## src/rtl/seq_div_32.sv

```systemverilog
`timescale 1ns/1ps
// -----------------------------------------------------------------------------
// seq_div_32 - iterative restoring divider for the datapath ALU.
//
// Produces one quotient bit per clock: each RUN cycle shifts {R,Q} left,
// does a trial subtraction of the divisor with one guard bit, and either keeps
// the difference (quotient bit 1) or restores the shifted remainder
// (quotient bit 0). A DATA_WIDTH-bit divide takes DATA_WIDTH RUN cycles.
//
// Optional feature: define SEQ_DIV_SIGNED_EN to add the SnU input and support
// signed two's-complement division (magnitudes are divided, signs fixed up
// on the transition into DONE). Without the macro all division is unsigned.
//
// Ports:
//   CLK    in   system clock, rising edge
//   RST    in   asynchronous reset, active low
//   START  in   request, sampled only in IDLE
//   SnU    in   (SEQ_DIV_SIGNED_EN only) 1 = signed division, sampled with START
//   DVND   in   dividend, captured on the accepting edge
//   DVSR   in   divisor, captured on the accepting edge
//   BUSY   out  high in RUN and DONE
//   DONE   out  one-cycle result-valid pulse
//   QUO    out  quotient (held until the next accepted START)
//   REM    out  remainder (held until the next accepted START)
//   DBZ    out  divide-by-zero flag, valid while DONE=1
//
// Handshake: START is honoured only in IDLE; the accepting edge captures the
// operands and BUSY rises. DONE pulses for exactly one cycle with QUO/REM/DBZ
// valid, then the block returns to IDLE where a held START is taken again.
// -----------------------------------------------------------------------------
module seq_div_32 #(
    parameter int DATA_WIDTH = 32
) (
    input  logic                  CLK,
    input  logic                  RST,
    input  logic                  START,
`ifdef SEQ_DIV_SIGNED_EN
    input  logic                  SnU,
`endif
    input  logic [DATA_WIDTH-1:0] DVND,
    input  logic [DATA_WIDTH-1:0] DVSR,
    output logic                  BUSY,
    output logic                  DONE,
    output logic [DATA_WIDTH-1:0] QUO,
    output logic [DATA_WIDTH-1:0] REM,
    output logic                  DBZ
);

    localparam int                CW   = $clog2(DATA_WIDTH);
    localparam logic [CW-1:0]     LAST = CW'(DATA_WIDTH - 1);

    typedef enum logic [1:0] {
        S_IDLE = 2'd0,
        S_RUN  = 2'd1,
        S_DONE = 2'd2
    } state_t;

    state_t                  state_q, state_d;
    logic [CW-1:0]           count_q, count_d;
    logic [DATA_WIDTH-1:0]   div_q, div_d;     // divisor magnitude
    logic [DATA_WIDTH-1:0]   rw_q, rw_d;       // working remainder R
    logic [DATA_WIDTH-1:0]   qw_q, qw_d;       // working quotient Q
    logic [DATA_WIDTH-1:0]   quo_q, quo_d;
    logic [DATA_WIDTH-1:0]   rem_q, rem_d;
    logic                    dbz_q, dbz_d;
    logic                    zdiv_q, zdiv_d;   // zero divisor: skip iterations
    logic                    negq_q, negq_d;   // negate quotient at the end
    logic                    negr_q, negr_d;   // negate remainder at the end

    logic                    signed_op;
    logic                    dvnd_neg, dvsr_neg, dvsr_zero;
    logic [DATA_WIDTH-1:0]   dvnd_mag, dvsr_mag;
    logic [DATA_WIDTH:0]     shifted;
    logic [DATA_WIDTH+1:0]   diff;
    logic                    no_borrow;
    logic [DATA_WIDTH-1:0]   r_next, q_next;

`ifdef SEQ_DIV_SIGNED_EN
    assign signed_op = SnU;
`else
    assign signed_op = 1'b0;
`endif

    assign dvnd_neg  = signed_op & DVND[DATA_WIDTH-1];
    assign dvsr_neg  = signed_op & DVSR[DATA_WIDTH-1];
    assign dvsr_zero = (DVSR == '0);
    // -2^(W-1) has no positive counterpart, but as an unsigned magnitude
    // it is exact, so the plain negate is correct for every input.
    assign dvnd_mag  = dvnd_neg ? -DVND : DVND;
    assign dvsr_mag  = dvsr_neg ? -DVSR : DVSR;

    // Shifted remainder carries the bit shifted out of R as a guard bit, so a
    // divisor with its top bit set is still compared correctly.
    assign shifted   = {rw_q, qw_q[DATA_WIDTH-1]};
    assign diff      = {1'b0, shifted} - {2'b00, div_q};
    assign no_borrow = ~diff[DATA_WIDTH+1];
    // On a borrow the shifted value is below the divisor, so its guard bit is 0.
    assign r_next    = no_borrow ? diff[DATA_WIDTH-1:0] : shifted[DATA_WIDTH-1:0];
    assign q_next    = {qw_q[DATA_WIDTH-2:0], no_borrow};

    always_comb begin
        state_d = state_q;
        count_d = count_q;
        div_d   = div_q;
        rw_d    = rw_q;
        qw_d    = qw_q;
        quo_d   = quo_q;
        rem_d   = rem_q;
        dbz_d   = dbz_q;
        zdiv_d  = zdiv_q;
        negq_d  = negq_q;
        negr_d  = negr_q;
        case (state_q)
            S_IDLE: begin
                if (START) begin
                    state_d = S_RUN;
                    count_d = '0;
                    rw_d    = '0;
                    dbz_d   = 1'b0;
                    zdiv_d  = dvsr_zero;
                    div_d   = dvsr_mag;
                    // A zero divisor keeps the raw dividend to return as REM.
                    qw_d    = dvsr_zero ? DVND : dvnd_mag;
                    negq_d  = dvnd_neg ^ dvsr_neg;
                    negr_d  = dvnd_neg;
                end
            end
            S_RUN: begin
                if (zdiv_q) begin
                    state_d = S_DONE;
                    quo_d   = '1;
                    rem_d   = qw_q;
                    dbz_d   = 1'b1;
                    zdiv_d  = 1'b0;
                end else begin
                    rw_d    = r_next;
                    qw_d    = q_next;
                    count_d = count_q + CW'(1);
                    if (count_q == LAST) begin
                        state_d = S_DONE;
                        count_d = '0;
                        quo_d   = negq_q ? -q_next : q_next;
                        rem_d   = negr_q ? -r_next : r_next;
                    end
                end
            end
            S_DONE: begin
                state_d = S_IDLE;
            end
            default: begin
                state_d = S_IDLE;
            end
        endcase
    end

    always_ff @(posedge CLK or negedge RST) begin
        if (!RST) begin
            state_q <= S_IDLE;
            count_q <= '0;
            div_q   <= '0;
            rw_q    <= '0;
            qw_q    <= '0;
            quo_q   <= '0;
            rem_q   <= '0;
            dbz_q   <= 1'b0;
            zdiv_q  <= 1'b0;
            negq_q  <= 1'b0;
            negr_q  <= 1'b0;
        end else begin
            state_q <= state_d;
            count_q <= count_d;
            div_q   <= div_d;
            rw_q    <= rw_d;
            qw_q    <= qw_d;
            quo_q   <= quo_d;
            rem_q   <= rem_d;
            dbz_q   <= dbz_d;
            zdiv_q  <= zdiv_d;
            negq_q  <= negq_d;
            negr_q  <= negr_d;
        end
    end

    assign BUSY = (state_q != S_IDLE);
    assign DONE = (state_q == S_DONE);
    assign QUO  = quo_q;
    assign REM  = rem_q;
    assign DBZ  = dbz_q;

endmodule

```

## config.mk

```make
export PLATFORM = sky130hd
export DESIGN_NAME = seq_div_32
export DESIGN_NICKNAME = d
export VERILOG_FILES = /design/src/rtl/seq_div_32.sv
export SDC_FILE = /design/constraint.sdc
export NUM_CORES = 1
export LEC_CHECK = 0
export BUFFER_PORTS_ARGS = -buffer_cell sky130_fd_sc_hd__buf_2
export CAP_MARGIN = 30
export CELL_PAD_IN_SITES_DETAIL_PLACEMENT = 0
export CELL_PAD_IN_SITES_GLOBAL_PLACEMENT = 1
export CORE_ASPECT_RATIO = 0.9
export CORE_MARGIN = 2
export CORE_UTILIZATION = 47
export DETAILED_ROUTE_END_ITERATION = 7
export GPL_ROUTABILITY_DRIVEN = 0
export HOLD_SLACK_MARGIN = 0.15
export MAX_ROUTING_LAYER = met4
export PLACE_DENSITY = 0.93
export SLEW_MARGIN = 20
export SYNTH_ARGS = -nofsm -noshare
export SYNTH_HDL_FRONTEND = slang
export SYNTH_SLANG_ARGS = --single-unit
export TNS_END_PERCENT = 20
```

## constraint.sdc

```tcl
create_clock -name CLK -period 8.6 [get_ports CLK]
set_input_delay 0.43 -clock CLK [delete_from_list [all_inputs] [get_ports CLK]]
set_output_delay 0.43 -clock CLK [all_outputs]
set_load 0.02 [all_outputs]
```

==> flow_metrics.py, run 1 <==
metrics = {
    "status": {
        "outcome": "finished clean",
    },
    "setup_path": {
        "crit_buf_inv": 2,
        "cp_data_arrival_time_ns": 3.81,
        "critical_path_class": "flip-flop to flip-flop",
        "cpPeakStageDelay_ns": 0.42,
        "crit_required_ns": 8.91,
        "critical-path-slowest-cell": "a31oi_1",
        "crit_family": "compound AO/OA/AOI/OAI gates",
        "crit_chain": "inv_1 -> ha_1 -> inv_1 -> fa_1 -> a21o_1 -> a221o_1 -> a31oi_1 -> o21ai_0 -> a31oi_1 -> o311ai_0 -> xor2_1 -> mux2i_1 -> o21ai_1",
        "end_kind": "flip-flop",
        "startpoint_type": "flip-flop",
        "crit_fanout": 3,
    },
    "placed_design": {
        "place_area_mm2": 0.00990,
        "dp.cells": 1366,
        "port_buffers": 133,
        "hpwl_um": 17200,
    },
    "cts": {
        "root_buffer": "clkbuf_16",
        "post_cts_buffers": 0,
        "htreeDepth": 4,
        "path_clk_slew_ns": 0.07,
        "cts_tree": "done",
        "clk-insertion-delay-late_ns": 0.44,
        "cts_made_buffers": 17,
        "clockBufferDepth": 2,
        "cts_hold_buf": 1,
        "post_cts_resized": 0,
        "clkSinkCount": 169,
    },
    "pwr": {
        "ir_drop_v": 0.000264,
        "power_switching_uw": 2250,
        "internal-power_uw": 2670,
        "leakage_uw": 0.00512,
        "p_clk_frac": 0.159,
        "combPwrFrac": 0.565,
        "seq_power_share": 0.276,
        "swShare": 0.457,
        "powerDensity_mw_per_mm2": 465,
    },
    "global_routing": {
        "first_global_vias": 7426,
        "antenna_found_initial": 0,
        "grt_pass1_wl_um": 39000,
        "grt_usage": 0.253,
        "grt_start_max_net_pins": 96,
        "overflow": 0,
    },
    "yosys": {
        "netlist_top_cells_area": "dfrtp_1, nand2_1, o21ai_0, ha_1, a21oi_1",
        "synth-xor-area-share": 0.0290,
        "muxShareOfSynthArea": 0.0323,
        "yosysTopAreaCellShare": 0.467,
        "yosys.area_share.simple": 0.172,
        "yosysMostFrequentCell": "nand2_1",
        "synth-main-ff-cell": "dfrtp_1",
        "syn_area_mm2": 0.00905,
        "synth_commonest_cells": "nand2_1, dfrtp_1, o21ai_0",
        "ys_seq_area_frac": 0.467,
        "syn_inst": 1038,
        "yosysWarnings": 0,
        "syn-num-nets": 1140,
        "synth_edf_count": 0,
        "synth_cell_types": 63,
        "synth_top_family_by_area": "compound AO/OA/AOI/OAI gates",
        "ys_seq_elements": 169,
        "synth_area_leader_cell": "dfrtp_1",
        "synth_compound_area_frac": 0.200,
        "synthAdderAreaFrac": 0.0492,
        "postSynthAreaPerCell_um2": 8.72,
        "async_flop_share": 1.00,
    },
    "timing": {
        "worstMarginPinSlew_ns": 0.657,
        "slew_headroom": 0.562,
        "clock_skew_ns": 0.00781,
        "max_freq_ghz": 0.285,
        "fin_crit_ns": 3.50,
        "hold_violations": 0,
        "tns_ns": 0,
        "min_period_over_period": 0.407,
        "maxSlewViolCount": 0,
        "rsz0062_at_grt": "no",
        "setup-violations-final": 0,
    },
    "floorplan": {
        "start_util": 0.476,
        "num_rows": 48,
        "chipHeight_um": 136,
        "die_area_mm2": 0.0204,
        "core_region_area_mm2": 0.0190,
        "io_pins": 134,
        "die_w_um": 150,
    },
    "final_layout": {
        "post-route-util": 0.557,
        "fin_cells": 1403,
        "design_area_mm2": 0.0106,
        "area_growth_pct": 17.1,
        "antenna-diode-count": 0,
        "drive_gt1_frac": 0.170,
        "nets": 1242,
    },
    "route": {
        "drt_iter0_markers": 577,
        "vias": 7834,
        "firstDrtPassIters": 5,
        "wl_per_cell_um": 17.3,
        "drc_errors": 0,
        "ant_nets": 0,
        "wirelength_um": 24300,
        "viasPerCell": 5.58,
    },
    "flow_run": {
        "maxCapViolations": 0,
    },
    "hold_path": {
        "min_path_type": "input pin to flip-flop",
    },
}
through the flow:
step | total power, uW | hold WS (ns) | setup WS, ns
floorplan | 3440 | 0.134 | 5.75
global placement | 4050 | 0.446 | 5.22
detailed placement | 4110 | 0.451 | 5.19
CTS | 4910 | 0.197 | 5.17
global route | 5310 | 0.212 | 4.91
finish | 4930 | 0.209 | 5.10
worst register-to-register path, stage by stage (launching register included):
cell and delay (ns):
dfrtp_1 0.39, inv_1 0.09, ha_1 0.17, inv_1 0.06, fa_1 0.40, a21o_1 0.20
a221o_1 0.35, a31oi_1 0.38, o21ai_0 0.22, a31oi_1 0.42, o311ai_0 0.20, xor2_1 0.19
mux2i_1 0.22, o21ai_1 0.09
registers in the layout (all words and copies together), names as in the netlist, 2 cells and up:
register	flops
QUO	32
REM	32
qw_q	32
state_q	2
div_q	32
count_q	5
rw_q	32
power by group through the flow:
stage | Sequential, uW | Clock (uW) | Combinational [uW]
after floorplan | 1380 | 0 | 2070
after global placement | 1360 | 0 | 2690
after detailed placement | 1370 | 0 | 2740
after CTS | 1360 | 797 | 2760
after global routing | 1400 | 829 | 3080
final | 1360 | 784 | 2780
kinds of logic after synthesis:
logic type,Yosys count
simple gates,360
buf+inv,106
fa+ha+maj,35
flops,169
xor+xnor,30
mux,29
compound gates,309
worst paths after layout:
kind	from	end	slack [ns]	cells after the start
setup / recovery	qw_q[31]	rw_q[26]	5.10	13
hold / removal	DVSR[30]	div_q[30]	0.21	3
setup reg to reg	qw_q[31]	rw_q[26]	5.10	13
hold reg to reg	QUO[23]	QUO[23]	0.46	2
max in group asynchronous	RST	qw_q[23]	7.17	4
min in group asynchronous	RST	div_q[10]	0.46	2
placed cells by master, fill, tap and decap left out, drive strengths merged, types with 2 or more instances in the layout:
master	count
nand2	228
dfrtp	169
buf	147
o21ai	146
a21oi	61
nor2	49
inv	43
a31oi	38
ha	34
and3	31
mux2i	27
clkbuf	20
a21o	16
xor2	16
xnor2	14
nand3	12
nor4	11
a211oi	10
o21a	7
nor3	6
nand4	6
nor2b	5
clkinvlp	4
clkinv	4
o31ai	3
a31o	3
o21bai	3
or3	3
or2	3
a21boi	3
a2bb2oi	2
a22oi	2
o22ai	2
bufinv	2
mux2	2
area by class of cell:
cell class | count | area, um^2
clock buffer | 20 | 457
clock inverter | 12 | 141
fill | 1727 | 8440
inverter | 41 | 154
multi-input combinational | 763 | 4410
sequential | 169 | 4230
tap | 250 | 313
timing repair buffer | 148 | 900
per-layer routing:
metal  up-vias  track usage  share of wire
met5         -            -              0
met4         0       0.0755          0.018
met3        39       0.0505          0.054
met2       219        0.392           0.47
met1      3756        0.337           0.45
li1       3820            -              -
Note: power is estimated with default switching activity, not from simulation.
==> run 2: changes to the inputs <==
--- a/config.mk
+++ b/config.mk
@@ -11,12 +11,12 @@
 export CELL_PAD_IN_SITES_GLOBAL_PLACEMENT = 1
 export CORE_ASPECT_RATIO = 0.9
 export CORE_MARGIN = 2
-export CORE_UTILIZATION = 47
+export CORE_UTILIZATION = 39
 export DETAILED_ROUTE_END_ITERATION = 7
 export GPL_ROUTABILITY_DRIVEN = 0
 export HOLD_SLACK_MARGIN = 0.15
 export MAX_ROUTING_LAYER = met4
-export PLACE_DENSITY = 0.93
+export PLACE_DENSITY = 0.83
 export SLEW_MARGIN = 20
 export SYNTH_ARGS = -nofsm -noshare
 export SYNTH_HDL_FRONTEND = slang
==> constraint.sdc (replaced) <==
create_clock -name CLK -period 2.88 [get_ports CLK]
set_input_delay 0.144 -clock CLK [delete_from_list [all_inputs] [get_ports CLK]]
set_output_delay 0.144 -clock CLK [all_outputs]
set_load 0.02 [all_outputs]
==> run 2 against run 1 <==
Against the previous run:
- the run now ends with setup timing left
- hold slack got worse by 0.019 ns
- sequential power rose to 3.1 times the previous value
- power increased to 3.6 times the previous value
- final cell count up 13%
- routed wire length increased by 11%
- combinational power rose to 4.1 times the previous value
- via count is 8.1% higher
- clock skew up 0.0024 ns
- utilization decreased by 1.7 points
- final area rose by 15%
- die area grew 20%
- largest cell class unchanged
==> flow_metrics.py, run 2 (synthesized netlist as in run 1, its figures left out) <==
metrics = {
    "cts": {
        "clk-insertion-delay-late_ns": 0.44,
        "clockBufferDepth": 2,
        "clkSinkCount": 169,
        "root_buffer": "clkbuf_16",
        "cts_tree": "done",
        "path_clk_slew_ns": 0.07,
        "cts_made_buffers": 17,
        "htreeDepth": 4,
    },
    "setup_path": {
        "critical-path-slowest-cell": "or4_4",
        "crit_family": "compound AO/OA/AOI/OAI gates",
        "startpoint_type": "flip-flop",
        "crit_chain": "ha_4 -> nand2_2 -> or4_4 -> o2bb2ai_4 -> o21a_2 -> a31oi_4 -> a21boi_4 -> a21bo_4 -> buf_6 -> clkbuf_16 -> mux2i_1 -> a21oi_1",
        "timing.rr.end": "REM[20]",
        "rrSetupSlack_ns": -0.009,
        "crit_required_ns": 3.19,
        "cp_data_arrival_time_ns": 3.20,
        "r2r_cells": 12,
        "end_kind": "flip-flop",
        "crit_fanout": 5,
        "critical_path_class": "flip-flop to flip-flop",
        "r2r-start": "rw_q[13]",
        "crit_buf_inv": 2,
        "cpPeakStageDelay_ns": 0.54,
        "critPathLaunch": "rw_q[13]",
    },
    "route": {
        "vias": 8468,
        "drc_errors": 0,
        "wl_met1_um": 12300,
        "ant_nets": 0,
        "top_layer": "met4",
        "dr_wl_met3_um": 1570,
        "viasPerCell": 5.36,
        "met2_wirelength_um": 12700,
        "wl_per_cell_um": 17.1,
        "firstDrtPassIters": 5,
        "wirelength_um": 27000,
        "drt_iter0_markers": 682,
    },
    "placed_design": {
        "hpwl_um": 18800,
        "place_area_mm2": 0.0104,
        "port_buffers": 133,
    },
    "hold_path": {
        "min_path_type": "input pin to flip-flop",
        "holdCritStartpoint": "START",
        "hold_depth": 4,
        "hold_end": "qw_q[31]",
    },
    "global_routing": {
        "first_global_vias": 8260,
        "antenna_found_initial": 0,
        "grt_start_max_net_pins": 64,
        "grt_usage": 0.230,
        "grt_pass1_wl_um": 42900,
        "overflow": 0,
    },
    "pwr": {
        "seq_power_share": 0.231,
        "swShare": 0.434,
        "power_switching_uw": 7790,
        "finalPower_uw": 18000,
        "powerDensity_mw_per_mm2": 1470,
        "leakage_uw": 0.00572,
        "internal-power_uw": 10200,
        "combPwrFrac": 0.634,
        "ir_drop_v": 0.000718,
        "p_clk_frac": 0.135,
    },
    "floorplan": {
        "core_region_area_mm2": 0.0226,
        "start_util": 0.400,
        "die_area_mm2": 0.0245,
        "chipHeight_um": 149,
        "die_w_um": 165,
        "num_rows": 52,
        "io_pins": 134,
    },
    "timing": {
        "hold_violations": 0,
        "setup_slack_ns": -0.00878,
        "fin_crit_ns": 2.89,
        "setup-violations-final": 6,
        "worstMarginPinSlew_ns": 0.656,
        "clock_skew_ns": 0.0102,
        "slew_headroom": 0.562,
        "min_period_over_period": 1.00,
        "hold_ws_ns": 0.191,
        "rsz0062_at_grt": "yes",
        "maxSlewViolCount": 0,
        "max_freq_ghz": 0.346,
    },
    "final_layout": {
        "nets": 1371,
        "area_growth_pct": 35.0,
        "layout_commonest_cell": "nand2_1",
        "design_area_mm2": 0.0122,
        "antenna-diode-count": 0,
        "final_cell_mix": "nand2_1, dfrtp_1, buf_2",
        "drive_gt1_frac": 0.246,
    },
    "flow_run": {
        "maxCapViolations": 0,
    },
    "status": {
        "outcome": "complete, but fails checks",
        "violations": "setup timing",
    },
}
## run 2: how the worst max path moves through the flow
stage / slack (ns) / end / cells after the start
after floorplan: 0.03 / rw_q[26] / 13
after global placement: -0.15 / rw_q[26] / 15
after detailed placement: -0.19 / REM[26] / 15
after CTS: -0.03 / rw_q[18] / 11
after global routing: -0.23 / rw_q[26] / 15
final: -0.009 / REM[20] / 12
## run 2: what timing repair did
| item | in CTS | in global routing |
|---|---|---|
| resized for setup | 23 | 60 |
| setup buffers | 3 | 5 |
| cloned | 1 | 2 |
| hold buffers | 65 | 0 |
| pin swaps | 10 | 9 |
| endpoints found under the setup margin | 54 | 63 |
| endpoints found under the hold margin | 123 | 0 |
## run 2: worst reg2reg max path, stage by stage, from the launching register on
cell and delay, ns:
dfrtp_1 0.42, ha_4 0.31, nand2_2 0.06, or4_4 0.55, o2bb2ai_4 0.16, o21a_2 0.17, a31oi_4 0.04, a21boi_4 0.18
a21bo_4 0.26, buf_6 0.14, clkbuf_16 0.15, mux2i_1 0.24, a21oi_1 0.09
## run 2: final cells by class
| class | instances | area [um^2] |
|---|---|---|
| multi-input cells | 763 | 4820 |
| clock inverters | 13 | 166 |
| repair buffers | 277 | 2030 |
| flip-flops and latches | 169 | 4230 |
| clock buffers | 19 | 453 |
| fillers | 2084 | 10400 |
| inverters | 41 | 154 |
| well taps | 297 | 372 |
## run 2: through the flow
step	util	TNS (ns)	worst slack [ns]	instances
2_1_floorplan	-	0	0.0287	1038
3_3_place_gp	0.458	-0.790	-0.147	1471
3_5_place_dp	0.458	-2.75	-0.189	1471
4_1_cts	0.522	-0.156	-0.0342	1572
5_1_grt	0.540	-3.52	-0.234	1579
6_report	0.540	-0.0212	-0.00878	1579
## run 2: routing by layer
layer	GRT usage	vias up
li1	-	4070
met1	0.312	4107
met2	0.358	261
met3	0.0477	30
met4	0.0530	0
met5	-	-
## run 2: power groups by stage
stage | clock [uW] | sequential, uW | combinational [uW]
2_1_floorplan | 0 | 4110 | 6170
3_3_place_gp | 0 | 4070 | 9220
3_5_place_dp | 0 | 4100 | 9360
4_1_cts | 2470 | 4070 | 9940
5_1_grt | 2580 | 4240 | 12400
6_report | 2430 | 4150 | 11400
